--- src/rtl/mutex_arbiter_pkg.sv ---
// mutex_arbiter_pkg: shared state encoding and width helpers for the mutex arbiter.
package mutex_arbiter_pkg;

    typedef enum logic [1:0] {IDLE, GRANT, RELEASE} state_e;

    function automatic int clog2(input int v);
        int r;
        r = 0;
        for (int p = 1; p < v; p = p * 2) r++;
        return r;
    endfunction

    function automatic int idw_f(input int n);
        return (clog2(n) < 1) ? 1 : clog2(n);
    endfunction

endpackage

--- src/rtl/mutex_arbiter_rr_pick.sv ---
// rr_pick: first set bit of mask at or after ptr, wrapping from N-1 back to 0.
module rr_pick
    import mutex_arbiter_pkg::*;
#(
    parameter int N = 4,
    localparam int IDW = idw_f(N)
) (
    input  logic [N-1:0]   mask_i,
    input  logic [IDW-1:0] ptr_i,
    output logic           found_o,
    output logic [IDW-1:0] idx_o
);

    // Walk from the farthest candidate down so the nearest one is written last.
    always_comb begin
        found_o = 1'b0;
        idx_o   = '0;
        for (int k = N - 1; k >= 0; k--) begin
            if (mask_i[(int'(ptr_i) + k) % N]) begin
                found_o = 1'b1;
                idx_o   = IDW'((int'(ptr_i) + k) % N);
            end
        end
    end

endmodule

--- src/rtl/mutex_arbiter.sv ---
// mutex_arbiter: round-robin lock manager with four-phase handshake, dead cycle
// between owners and an optional hold watchdog that revokes and blocks the offender.
module mutex_arbiter
    import mutex_arbiter_pkg::*;
#(
    parameter int N = 4,
    parameter int MAX_HOLD = 0,
    localparam int IDW = idw_f(N)
) (
    input  logic           clk,
    input  logic           reset_n,
    input  logic [N-1:0]   req,
    output logic [N-1:0]   grant,
    output logic [IDW-1:0] owner,
    output logic           busy,
    output logic           timeout_err,
    output logic [IDW-1:0] timeout_id
);

    localparam int CW = idw_f(MAX_HOLD + 1);
    localparam int LIM = (MAX_HOLD > 0) ? MAX_HOLD - 1 : 0;
    localparam logic [IDW-1:0] LAST = IDW'(N - 1);

    state_e         state_q;
    logic [N-1:0]   grant_q, blocked_q;
    logic [IDW-1:0] owner_q, ptr_q, tid_q, win, nxt_ptr;
    logic [CW-1:0]  cnt_q;
    logic           busy_q, terr_q, found, own_req, revoke;

    rr_pick #(.N(N)) u_pick (
        .mask_i  (req & ~blocked_q),
        .ptr_i   (ptr_q),
        .found_o (found),
        .idx_o   (win)
    );

    assign own_req = req[owner_q];
    // Release beats expiry: a revoke needs the owner to still be requesting.
    assign revoke  = (MAX_HOLD > 0) && (state_q == GRANT) && own_req && (cnt_q == CW'(LIM));
    assign nxt_ptr = (owner_q == LAST) ? '0 : owner_q + 1'b1;

    always_ff @(posedge clk) begin
        if (!reset_n) begin
            state_q   <= IDLE;
            grant_q   <= '0;
            blocked_q <= '0;
            owner_q   <= '0;
            ptr_q     <= '0;
            tid_q     <= '0;
            cnt_q     <= '0;
            busy_q    <= 1'b0;
            terr_q    <= 1'b0;
        end else begin
            terr_q    <= 1'b0;
            blocked_q <= (blocked_q | (revoke ? grant_q : '0)) & req;
            case (state_q)
                IDLE: if (found) begin
                    grant_q <= N'(1) << win;
                    owner_q <= win;
                    busy_q  <= 1'b1;
                    cnt_q   <= '0;
                    state_q <= GRANT;
                end
                GRANT: if (!own_req || revoke) begin
                    grant_q <= '0;
                    busy_q  <= 1'b0;
                    ptr_q   <= nxt_ptr;
                    terr_q  <= revoke;
                    state_q <= RELEASE;
                    if (revoke) tid_q <= owner_q;
                end else if (cnt_q != '1) begin
                    cnt_q <= cnt_q + 1'b1;
                end
                default: state_q <= IDLE;
            endcase
        end
    end

    assign grant       = grant_q;
    assign owner       = owner_q;
    assign busy        = busy_q;
    assign timeout_err = terr_q;
    assign timeout_id  = tid_q;

endmodule

--- config.mk ---
export PLATFORM = sky130hd
export DESIGN_NAME = mutex_arbiter
export DESIGN_NICKNAME = d
export VERILOG_FILES = /design/src/rtl/mutex_arbiter_pkg.sv /design/src/rtl/mutex_arbiter_rr_pick.sv /design/src/rtl/mutex_arbiter.sv
export SDC_FILE = /design/constraint.sdc
export NUM_CORES = 1
export LEC_CHECK = 0
export CAP_MARGIN = 0
export CORE_MARGIN = 5
export CORE_UTILIZATION = 45
export CTS_BUF_LIST = sky130_fd_sc_hd__clkbuf_4
export CTS_CLUSTER_DIAMETER = 80
export DETAILED_ROUTE_END_ITERATION = 16
export GPL_ROUTABILITY_DRIVEN = 0
export GPL_TIMING_DRIVEN = 0
export PLACE_DENSITY = 0.8
export SLEW_MARGIN = 20
export SYNTH_ARGS = -nofsm -noshare
export SYNTH_HDL_FRONTEND = slang
export SYNTH_SLANG_ARGS = --single-unit
--- constraint.sdc ---
create_clock -name clk -period 4.75 [get_ports clk]
set_input_delay 0.95 -clock clk [delete_from_list [all_inputs] [get_ports clk]]
set_output_delay 0.95 -clock clk [all_outputs]
set_load 0.05 [all_outputs]
Word-level counts from Yosys, hierarchy flattened
Cells that the tools add are included.

Add/subtract/negate cells: 4. Multipliers: 0. Div/mod/pow operators: 0. Magnitude comparators: 5. Eq/ne operators: 4. Shift-type cells: 1. Multiplexer cells: 31. Bitwise gates (word level): 7. Reductions and logical operators: 9.

Operators with widths (number): $mux 1 (14); $mux 2 (7); $lt 3x4->1 const B (3); $bmux 1 s2 (5); $and 4x4->4 (2); $mux 4 (2); $pmux 4 s2 (1); $lt 2x3->1 const B (2); $reduce_and 2->1 (3); $reduce_or 2->1 (3); $add 2x1->2 const B (2); $add 2x2->2 const B (2); $ne 2x2->1 const B (2); $not 4->4 (1); $pmux 2 s2 (1); $shl 1x2->4 const A (1); $and 1x1->1 const A (3); $reduce_and 3->1 (1); $eq 2x1->1 const B (1); $eq 2x2->1 const B (1); $logic_not 2->1 (1); $pmux 1 s2 (1); $reduce_bool 2->1 (1); $not 1->1 (1).

Flip-flop bits (word level): 15. Latch bits: 0. Bits in writable memories: 0. Bits in read-only memories: 0. Output and inout port bits: 10. Logic and storage cells: 67. Memories: 0.

Logic depth before layout (Yosys ltp)
Word-level depth: 13. Gate-level depth with buffers: 5. Depth with buffers taken out: 5.

Cells and area by module
A second synthesis with hierarchy kept.

Cells, all modules: 86. Area, all modules: 747.0 um2.

Modules (own cells, without submodules): mutex_arbiter (instances 1, cells each 73, area an instance 669.4 um2, sequential area each 300.3 um2); rr_pick (instances 1, cells each 13, area an instance 77.6 um2, sequential area each 0.0 um2).

Least setup slack after synthesis
OpenSTA, ideal clock, no wires.

Kind: input port to flip-flop. From: input req[3]. To: register ptr_q[0]. Arrival time: 2007 ps. Required time: 4633 ps. Setup slack: 2626 ps. Stages on the path: 4. Buffers on the path: 0. Path through: mux4_2 > nor3b_4 > mux2i_1 > nor2_1.

Word-level cells in the longest chain between the ends: 4.

Ends and longest elaborated chain: start: declaration (line mutex_arbiter.sv:12) `input logic [N-1:0] req,`; $bmux 1 s2 (line mutex_arbiter.sv:37) `assign own_req = req[owner_q];`; $mux 1 (not written as such) (line mutex_arbiter.sv:37); $not 1->1 (no source line); $reduce_and 2->1 (no source line); end signal: assignment (line mutex_arbiter.sv:67) `ptr_q <= nxt_ptr;`; end: declaration (line mutex_arbiter.sv:26) `logic [IDW-1:0] owner_q, ptr_q, tid_q, win, nxt_ptr;`.

No other way between the ends. The select of a mux whose other input is x is not followed. A chain may end at the register's enable or synchronous reset.

Final worst setup path
From: register owner_q[1] (netlist: owner[1]). To: output owner[1].

RTL lines: start: declaration (line mutex_arbiter.sv:26); start signal: assignment (line mutex_arbiter.sv:59) `owner_q <= win;`; end: declaration (line mutex_arbiter.sv:14) `output logic [IDW-1:0] owner,`.

No word-level cell between the ends.

==> metrics.md <==
| Metric | Value |
|---|---|
| Clk_lat worst skew | between 200 and 300 ps |
| Register area share after synthesis | a little over two fifths |
| Placed Instances | 100 |
| Die width | ~49 um |
| CTS tree | built |
| CTS Buf Count | 3 |
| CP delay by family, top | buffers and inverters |
| Final TNS setup | 0 ps |
| Synth area leader | dfxtp_1 |
| CP Data Required Time | 3800 ps |
| RSZ-0062 raised after global routing | no |
| Worst Tran Pin Value | 500 ps |
| Number of fill cells | 145 |
| Worst Setup SP | owner[1] |
| Final hold violations | 0 |
| Power consumption | roughly 0.3 mW |
| Setup Buffers After CTS | 0 |
| First-pass GRT wire length | 2370 um |
| Mapped Cells | 70 |
| Clk sinks | 15 |
| Setup CP Type | reg2out |
| Setup Skew | 0.479 ps |
| Post-CTS Resized | 0 |
| Hold Crit Class | reg2reg |
| DRC violations left | 0 |
| Worst r2r dst | ptr_q[0] |
| CTS Root Buffer Type | clkbuf_4 |
| Max-cap violation count | 0 |
| Pwr Density | 348 nW/um^2 |
| Area share of the largest cell type after synthesis | ~44% |
| Critical Path, Cell by Cell | clkdlybuf4s50_1 |
| Crit end category | primary output |
| Avg Inst Size Synth | approximately 10 um^2 |
| Initial core utilization | between 40% and 50% |
| Critical path arrival | 1560 ps |
| TritonRoute pass-1 iters | 4 |
| Ys Warns | 0 |
| Area Growth Syn to Fin | 26.0% |
| Detail Route Antenna Nets | 0 |
| Final Hold Slack | 482 ps |
| Top cells by area, synth | dfxtp_1 (44%), nand2b_1 (6.4%), mux2i_1 (5.9%), and3_1 (3.7%), nand3_1 (3.7%) |
| Number of I/O pins | 16 |
| Vias in the first global route | roughly 560 |
| Worst reg2reg startpoint | owner[1] |
| Port Buffers | 12 |
| Final min period | approximately 2500 ps |
| Ant diodes | 0 |
| Layout Nets | 96 |
| Detailed placement HPWL | 1060 um |
| Layout cells sized above 1 | a little over an eighth |
| Via count | 569 |
| Hold Buf Count CTS | 0 |
| Vias/cell | approximately 5.5 |
| LEAKAGE | roughly 0.36 nW |
| Initial antenna violation count | 0 |
| Mapped Area | between 600 and 700 um^2 |
| Fmax | around 400 MHz |
| Period utilization | between 50% and 60% |
| Instance count on the critical path | 1 |
| # H-tree levels | 1 |
| Netlist cell types | 28 |
| Layout Cells excl Fill | 104 |
| Clk slew on worst S/H paths | around 90 ps |
| Crit-path max cell delay | around 850 ps |
| Slew HR | ~67% |
| Largest net degree at the start of global routing | 11 |
| Die Span Y | 49.0 um |
| Outcome | completed |
| Reg2Reg Depth | 4 |
| Clk buf depth | 2 |
| Worst Path Max Fanout | 4 |
| Rows | 14 |
| Peak supply drop | 247 uV |
| Core ar. | ~1500 um^2 |
| Crit path launch type | register |
| GR Overflow Total | 0 |
| Starting DRT DRC Count | 15 |
| Max Slew Vio Count | 0 |
| # setup viols final | 0 |
| Drt total wl | ~1400 um |
| Full die area | between 2000 and 2500 um^2 |
| CP max-delay cell | clkdlybuf4s50_1 |
| Seq cells post-synth | 15 |
| Register-to-register setup slack | about 2900 ps |
| Total GRT Usage | roughly 12% |
| Bufs and invs on worst path | 1 |
| Worst setup path end | owner[1] |
| Avg WL per Cell | ~13 um |
## per-layer routing
layer	GRT usage, %	vias up	wire length (um)
met5	0	-	0
met4	6.28	0	25
met3	3.67	4	64
met2	19.6	12	701
met1	14.4	272	590
li1	-	281	-
## cell usage after synthesis
master    count
nand2_1       2
o22ai_1       3
buf_4         3
ha_1          1
nand3_1       5
nand3b_1      1
dfxtp_1      15
o32ai_1       1
a21oi_1       2
nand2b_1      7
nor3b_1       1
nor3b_4       1
mux2i_1       4
o21ai_0       2
inv_1         1
clkbuf_1      1
and3_1        4
o21a_1        1
or3b_2        1
mux2_2        1
o22a_1        1
nand4_1       1
mux4_2        1
o211a_1       1
and3b_1       1
conb_1        1
nor2_1        6
and2_2        1
## cells by family (layout without fill, tap and decap cells)
group | count (synthesis) | after routing | synth area share, %
AO/OA/AOI/OAI | 11 | 11 | 10.8
adder cells (fa/ha/maj) | 1 | 1 | 1.83
buffers and inverters | 5 | 21 | 4.39
flip-flops | 15 | 15 | 44.0
multiplexers | 6 | 6 | 10.8
other | 1 | 3 | 0.549
AND/OR/NAND/NOR | 31 | 31 | 27.7
## cell usage in the layout (no fill, tap or decap), types with 2 or more instances in the layout
master	count
dfxtp_1	15
clkdlybuf4s50_1	12
nand2b_1	7
nor2_1	6
nand3_1	5
and3_1	4
mux2i_1	4
clkbuf_4	4
o22ai_1	3
buf_4	3
conb_1	3
o21ai_0	2
nand2_1	2
a21oi_1	2
## where the power goes
group | internal, mW | switching, mW
sequential | 0.134 | 0.00698
clock | 0.0383 | 0.0398
combinational | 0.0314 | 0.0488
## layout make-up
class	count	area, um^2	area share, %
Clock buffer	4	30.0	3.49
Tap cell	16	20.0	2.33
Multi-Input combinational cell	52	360	41.9
Inverter	1	3.75	0.436
Buffer	4	26.3	3.05
Sequential cell	15	300	34.9
Timing Repair Buffer	12	120	14.0
## how the worst min path moves through the flow
stage / from / end / slack [ps] / cells past startpoint
2_1_floorplan: blocked_q[1] / blocked_q[1] / 440 / 1
3_3_place_gp: blocked_q[2] / blocked_q[2] / 460 / 1
3_5_place_dp: blocked_q[3] / blocked_q[3] / 460 / 1
4_1_cts: blocked_q[3] / blocked_q[3] / 480 / 1
5_1_grt: blocked_q[3] / blocked_q[3] / 500 / 1
6_report: blocked_q[3] / blocked_q[3] / 480 / 1
## stage by stage
stage                     setup WS [ps]  util, %  area [um^2]
after global placement             2050     56.5          831
final                              2240     58.5          861
after detailed placement           2010     56.5          831
after global routing               2180     58.5          861
after floorplan                    2630        -          691
after CTS                          2250     58.5          861
## state kept, by name, indices dropped and copies added, names as in the netlist
name       cells
blocked_q      4
busy           1
grant          4
owner          2
ptr_q          2
state_q        2
(Power assumes the default switching activity.)
